--- src/rtl/counter_pkg.sv ---
// counter_pkg: shared decade-counter constants plus decoder state and event codes
package counter_pkg;

    localparam int DEF_MOD = 10;
    localparam int DEF_W   = 4;

    typedef enum logic [1:0] {SYNC, TRACK, FAULT} state_t;

    typedef enum logic [2:0] {EV_NONE, EV_UP, EV_DOWN, EV_RELOAD, EV_ILLEGAL} event_t;

endpackage

--- src/rtl/bcd_step_classify.sv ---
// bcd_step_classify: classifies a counter transition prev -> cnt into an event code and wrap flag
module bcd_step_classify
    import counter_pkg::*;
#(
    parameter int MOD = DEF_MOD,
    parameter int W   = DEF_W
) (
    input  logic [W-1:0] prev,
    input  logic [W-1:0] cnt,
    output event_t       ev,
    output logic         wrap
);

    localparam logic [W-1:0] TOP = W'(MOD - 1);

    logic         legal;
    logic [W-1:0] up_v;
    logic [W-1:0] dn_v;

    // adjacency is tested before the reload-to-zero case so 1->0 and 9->0 stay steps
    always_comb begin
        legal = {1'b0, cnt} < (W + 1)'(MOD);
        up_v  = prev == TOP ? '0 : prev + 1'b1;
        dn_v  = prev == '0 ? TOP : prev - 1'b1;
        ev    = !legal       ? EV_ILLEGAL :
                cnt == prev  ? EV_NONE    :
                cnt == up_v  ? EV_UP      :
                cnt == dn_v  ? EV_DOWN    :
                cnt == '0    ? EV_RELOAD  : EV_ILLEGAL;
        wrap  = (ev == EV_UP && prev == TOP) || (ev == EV_DOWN && prev == '0);
    end

endmodule

--- src/rtl/bcd_step_decoder.sv ---
// bcd_step_decoder: reconstructs step/carry/borrow/reload events from a sampled decade counter
module bcd_step_decoder
    import counter_pkg::*;
#(
    parameter int MOD   = DEF_MOD,
    parameter int W     = DEF_W,
    parameter int NET_W = 8
) (
    input  logic                    clk,
    input  logic                    rst,
    input  logic [W-1:0]            cnt,
    input  logic                    clr,
    output logic                    step,
    output logic                    dir,
    output logic                    carry,
    output logic                    borrow,
    output logic                    reload,
    output logic                    err,
    output logic signed [NET_W-1:0] net,
    output logic                    synced
);

    localparam logic signed [NET_W-1:0] NMAX = {1'b0, {(NET_W - 1){1'b1}}};
    localparam logic signed [NET_W-1:0] NMIN = {1'b1, {(NET_W - 1){1'b0}}};

    state_t                  state, state_n;
    event_t                  ev;
    logic                    wrap;
    logic                    legal;
    logic [W-1:0]            prev, prev_n;
    logic                    step_n, dir_n, carry_n, borrow_n, reload_n, err_n;
    logic signed [NET_W-1:0] net_n;

    bcd_step_classify #(.MOD(MOD), .W(W)) u_classify (
        .prev (prev),
        .cnt  (cnt),
        .ev   (ev),
        .wrap (wrap)
    );

    assign legal  = {1'b0, cnt} < (W + 1)'(MOD);
    assign synced = state == TRACK;

    // next state and next outputs; clr overrides classification, pulses default low
    always_comb begin
        state_n  = state;
        prev_n   = prev;
        dir_n    = dir;
        net_n    = net;
        err_n    = err;
        step_n   = 1'b0;
        carry_n  = 1'b0;
        borrow_n = 1'b0;
        reload_n = 1'b0;
        if (clr) begin
            state_n = SYNC;
            net_n   = '0;
            err_n   = 1'b0;
            dir_n   = 1'b0;
        end else begin
            case (state)
                SYNC: begin
                    prev_n  = legal ? cnt : prev;
                    state_n = legal ? TRACK : SYNC;
                end
                TRACK: begin
                    case (ev)
                        EV_UP: begin
                            step_n  = 1'b1;
                            dir_n   = 1'b0;
                            carry_n = wrap;
                            net_n   = net == NMAX ? net : net + NET_W'(1);
                            prev_n  = cnt;
                        end
                        EV_DOWN: begin
                            step_n   = 1'b1;
                            dir_n    = 1'b1;
                            borrow_n = wrap;
                            net_n    = net == NMIN ? net : net - NET_W'(1);
                            prev_n   = cnt;
                        end
                        EV_RELOAD: begin
                            reload_n = 1'b1;
                            prev_n   = cnt;
                        end
                        EV_ILLEGAL: begin
                            err_n   = 1'b1;
                            state_n = FAULT;
                        end
                        default: ;
                    endcase
                end
                default: ;
            endcase
        end
    end

    // state, PREV, accumulator and output registers; rst beats clr
    always_ff @(posedge clk) begin
        if (rst) begin
            state  <= SYNC;
            prev   <= '0;
            step   <= 1'b0;
            dir    <= 1'b0;
            carry  <= 1'b0;
            borrow <= 1'b0;
            reload <= 1'b0;
            err    <= 1'b0;
            net    <= '0;
        end else begin
            state  <= state_n;
            prev   <= prev_n;
            step   <= step_n;
            dir    <= dir_n;
            carry  <= carry_n;
            borrow <= borrow_n;
            reload <= reload_n;
            err    <= err_n;
            net    <= net_n;
        end
    end

endmodule

--- config.mk ---
export PLATFORM = sky130hd
export DESIGN_NAME = bcd_step_decoder
export DESIGN_NICKNAME = d
export VERILOG_FILES = /design/src/rtl/counter_pkg.sv /design/src/rtl/bcd_step_classify.sv /design/src/rtl/bcd_step_decoder.sv
export SDC_FILE = /design/constraint.sdc
export NUM_CORES = 1
export LEC_CHECK = 0
export ABC_AREA = 1
export CAP_MARGIN = 20
export CORE_MARGIN = 5
export CORE_UTILIZATION = 40
export CTS_BUF_LIST = sky130_fd_sc_hd__clkbuf_2
export DETAILED_ROUTE_END_ITERATION = 7
export DONT_BUFFER_PORTS = 1
export GPL_ROUTABILITY_DRIVEN = 0
export SLEW_MARGIN = 20
export SYNTH_ARGS = -nofsm -noshare
export SYNTH_HDL_FRONTEND = slang
export SYNTH_HIERARCHICAL = 1
export SYNTH_SLANG_ARGS = --single-unit
--- constraint.sdc ---
create_clock -name clk -period 3 [get_ports clk]
set_input_delay 0.6 -clock clk [delete_from_list [all_inputs] [get_ports clk]]
set_output_delay 0.6 -clock clk [all_outputs]
set_load 0.03 [all_outputs]
==> impl_metrics.yaml <==
status:
  status: "finished clean"
timing:
  fmax_mhz: 366
  relSlewSlack_pct: 65.8
  drv_slew: 0
  final.setup.tns_ps: 0
  fin_crit_sh_pct: 91.2
  final.min_clock_period_ps: 2730
  setup_viol: 0
  worst_slew_pin_slew_ps: 512
  finalHoldViolations: 0
  rsz0062_at_grt: "yes"
  clock_skew_ps: 4.58
global_route:
  grt_overflow_total: 0
  use_met2_pct: 22.2
  gr-usage-met1_pct: 21.4
  antenna_found_initial: 0
  top_usage_layer: "met2"
  grt_pass1_wl_um: 6490
  grt_usage_pct: 14.9
  first_global_vias: 1456
  grt_use_met3_pct: 3.11
  grt_start_max_net_pins: 15
setup_path:
  endpoint: "net[6]$_SDFFE_PP0P_"
  r2r_end: "net[6]$_SDFFE_PP0P_"
  critPathMaxFanout: 8
  worstPathArrival_ps: 2990
  crit_top_cell: "nand2_1"
  cp_num_cells: 22
  start_kind: "register"
  endpoint_kind: "register"
  max_stage_delay_ps: 410
  worstSetupStartpoint: "prev[2]$_SDFFE_PP0P_"
  crit_type: "reg2reg"
  reg2reg_depth: 22
  cpMaxStageDelayCell: "dfxtp_4"
  r2r-start: "prev[2]$_SDFFE_PP0P_"
  ff2ff_setup_slack_ps: 270
  path_cells: "inv_2 -> nand2_1 -> nand2_1 -> nand3_1 -> nand2_1 -> nand3_1 -> nand2_1 -> nand2_2 -> nand2_1 -> nor2_2 -> inv_2 -> nand3_2 -> buf_4 -> fa_1 -> inv_1 -> nand3_1 -> nand2_1 -> nand2_1 -> nand2_1 -> nand2_1 -> a21oi_1 -> nor2_1"
  crit_buf_inv: 4
  crit_family: "simple AND/OR/NAND/NOR gates"
  worstPathRequired_ps: 3260
final_layout:
  layout-drive-gt1-share_pct: 13.5
  synthToLayoutAreaGrowth_pct: 10.0
  antenna_cells: 0
  final_nets: 303
synth:
  yosys_warnings: 6
  ys_seq_elements: 20
  synth_ff_type: "dfxtp_1"
  synthDistinctLibCells: 26
  syn-instance-count: 282
  synth-async-reset-ratio_pct: 0
  synth_nets: 296
  avgSynthCellArea_sq_um: 5.83
  syn_area_sq_mm: 0.00164
  synth_edf_count: 0
  seq_area_frac_synth_pct: 24.4
drt:
  via_count: 1627
  viasPerCell: 4.81
  drc: 0
  drt_wl_total_um: 3740
  ant_nets: 0
  drt-wirelength-per-cell_um: 11.1
  drtPass1Iterations: 4
  drt_iter0_drc: 98
die:
  rows: 23
  die_y_um: 74.1
  core_sq_mm: 0.00400
  die-area_sq_mm: 0.00549
  start_util_pct: 41.1
  io_pins: 22
  die_x_um: 74.1
place:
  dpl.hpwl_um: 2940
  io_buffers: 0
clocking:
  cts_hold_buf: 0
  htree_levels: 1
  clock_path_buffers: 2
  clk_latency_ps: 330
  cts_tree: "done"
  clk_pin_slew_ps: 210
  numCtsBuffers: 3
  cts.sink_count: 20
  clk_root_buffer_cell: "clkbuf_2"
worst_hold_path:
  hp-class: "in2reg"
power:
  power_mw: 0.639
  p_leak_nw: 0.962
  ir_worst_vdd_mv: 0.196
  p_per_area_mw_per_mm2: 353
flow_run:
  drv_cap: 0
## per-layer routing
| layer | routed length, um | share of wire, % |
|---|---|---|
| met1 | 1920 | 51 |
| met2 | 1610 | 43 |
| met3 | 176 | 4.7 |
| met4 | 32 | 0.86 |
| met5 | 0 | 0 |
## stage by stage
step / util [%] / cells / hold WS (ps) / cell area, sq um / setup slack [ps]
floorplan: - / 282 / 509 / 1640 / 226
global placement: 43.0 / 334 / 536 / 1720 / 138
detailed placement: 43.0 / 334 / 536 / 1720 / 77.1
CTS: 44.2 / 338 / 401 / 1770 / 124
global route: 45.2 / 338 / 402 / 1810 / -44.5
finish: 45.2 / 338 / 435 / 1810 / 265
## power breakdown
group	total [mW]	switching [mW]	internal, mW
Combinational	0.144	0.0940	0.0501
Clock	0.205	0.0900	0.115
Sequential	0.290	0.0154	0.274
Total	0.639	0.199	0.439
## cells in the mapped netlist, types with 2 or more instances
| cell | n | share of area (%) |
|---|---|---|
| xor2_1 | 2 | 1.1 |
| inv_1 | 46 | 11 |
| nand3_1 | 23 | 7.0 |
| inv_2 | 6 | 1.4 |
| nand2_1 | 87 | 20 |
| nor3_1 | 3 | 0.91 |
| nand2_2 | 4 | 1.5 |
| nand4_1 | 5 | 1.9 |
| dfxtp_1 | 20 | 24 |
| nor2_2 | 4 | 1.5 |
| nor2_1 | 39 | 8.9 |
| nand3_2 | 5 | 3.0 |
| o21ai_1 | 4 | 1.2 |
| o21ai_0 | 3 | 0.91 |
| nand3b_1 | 3 | 1.4 |
| a21oi_1 | 13 | 4.0 |
| ha_1 | 6 | 4.6 |
## worst min path at each step
stage                                     start                     to  slack (ps)  cells past startpoint
final                                       rst   prev[0]$_SDFFE_PP0P_         430                      3
after detailed placement  state[0]$_SDFFE_PP0P_  state[0]$_SDFFE_PP0P_         540                      2
after global routing                        rst   prev[0]$_SDFFE_PP0P_         400                      3
after floorplan            prev[3]$_SDFFE_PP0P_   prev[3]$_SDFFE_PP0P_         510                      2
after CTS                                   rst   prev[2]$_SDFFE_PP0P_         400                      3
after global placement    state[0]$_SDFFE_PP0P_  state[0]$_SDFFE_PP0P_         540                      2
## flip-flops by register name (all words and copies together), names as in the netlist
signal / flops
step: 1
reload: 1
state: 2
borrow: 1
dir: 1
err: 1
net: 8
prev: 4
carry: 1
## cell type report
type                            instances  area [sq um]
Clock buffer                            3          15.0
Timing Repair Buffer                    4          30.0
Tap cell                               50          62.6
Inverter                               53           200
Multi-Input combinational cell        207          1060
Sequential cell                        20           413
Clock inverter                          1          30.0
Fill cell                             423          2190
## cell usage in the layout, fill, tap and decap left out, types with 2 or more instances in the layout
cell type  synthesis  layout
nand3_2            5       5
a21oi_1           13      11
clkbuf_2           0       3
nand4_1            5       5
inv_2              6       6
inv_1             46      46
nand3b_1           3       3
nor2_2             4       5
ha_1               6       5
dfxtp_4            0       3
nand2_2            4       4
nor2_1            39      38
buf_4              0       4
nand3_1           23      23
o21ai_0            3       3
nand2_1           87      87
nor3_1             3       3
dfxtp_1           20      16
a21oi_2            0       2
o21ai_1            4       4
## worst min-delay path, cell delays in order
cell,delay [ps]
inv_1,50
nand2_1,70
nor2_1,40
## cell families after synthesis
family | count (synthesis) | synth area share [%]
simple gates | 176 | 48.7
buf+inv | 55 | 13.1
compound gates | 21 | 6.47
flops | 20 | 24.4
fa+ha+maj | 7 | 5.78
xor+xnor | 3 | 1.60
## timing repair
item	4_1_cts	5_1_grt
setup buffers	0	0
resized for setup	0	13
endpoints found under the setup margin	0	5
(Power assumes the default switching activity.)
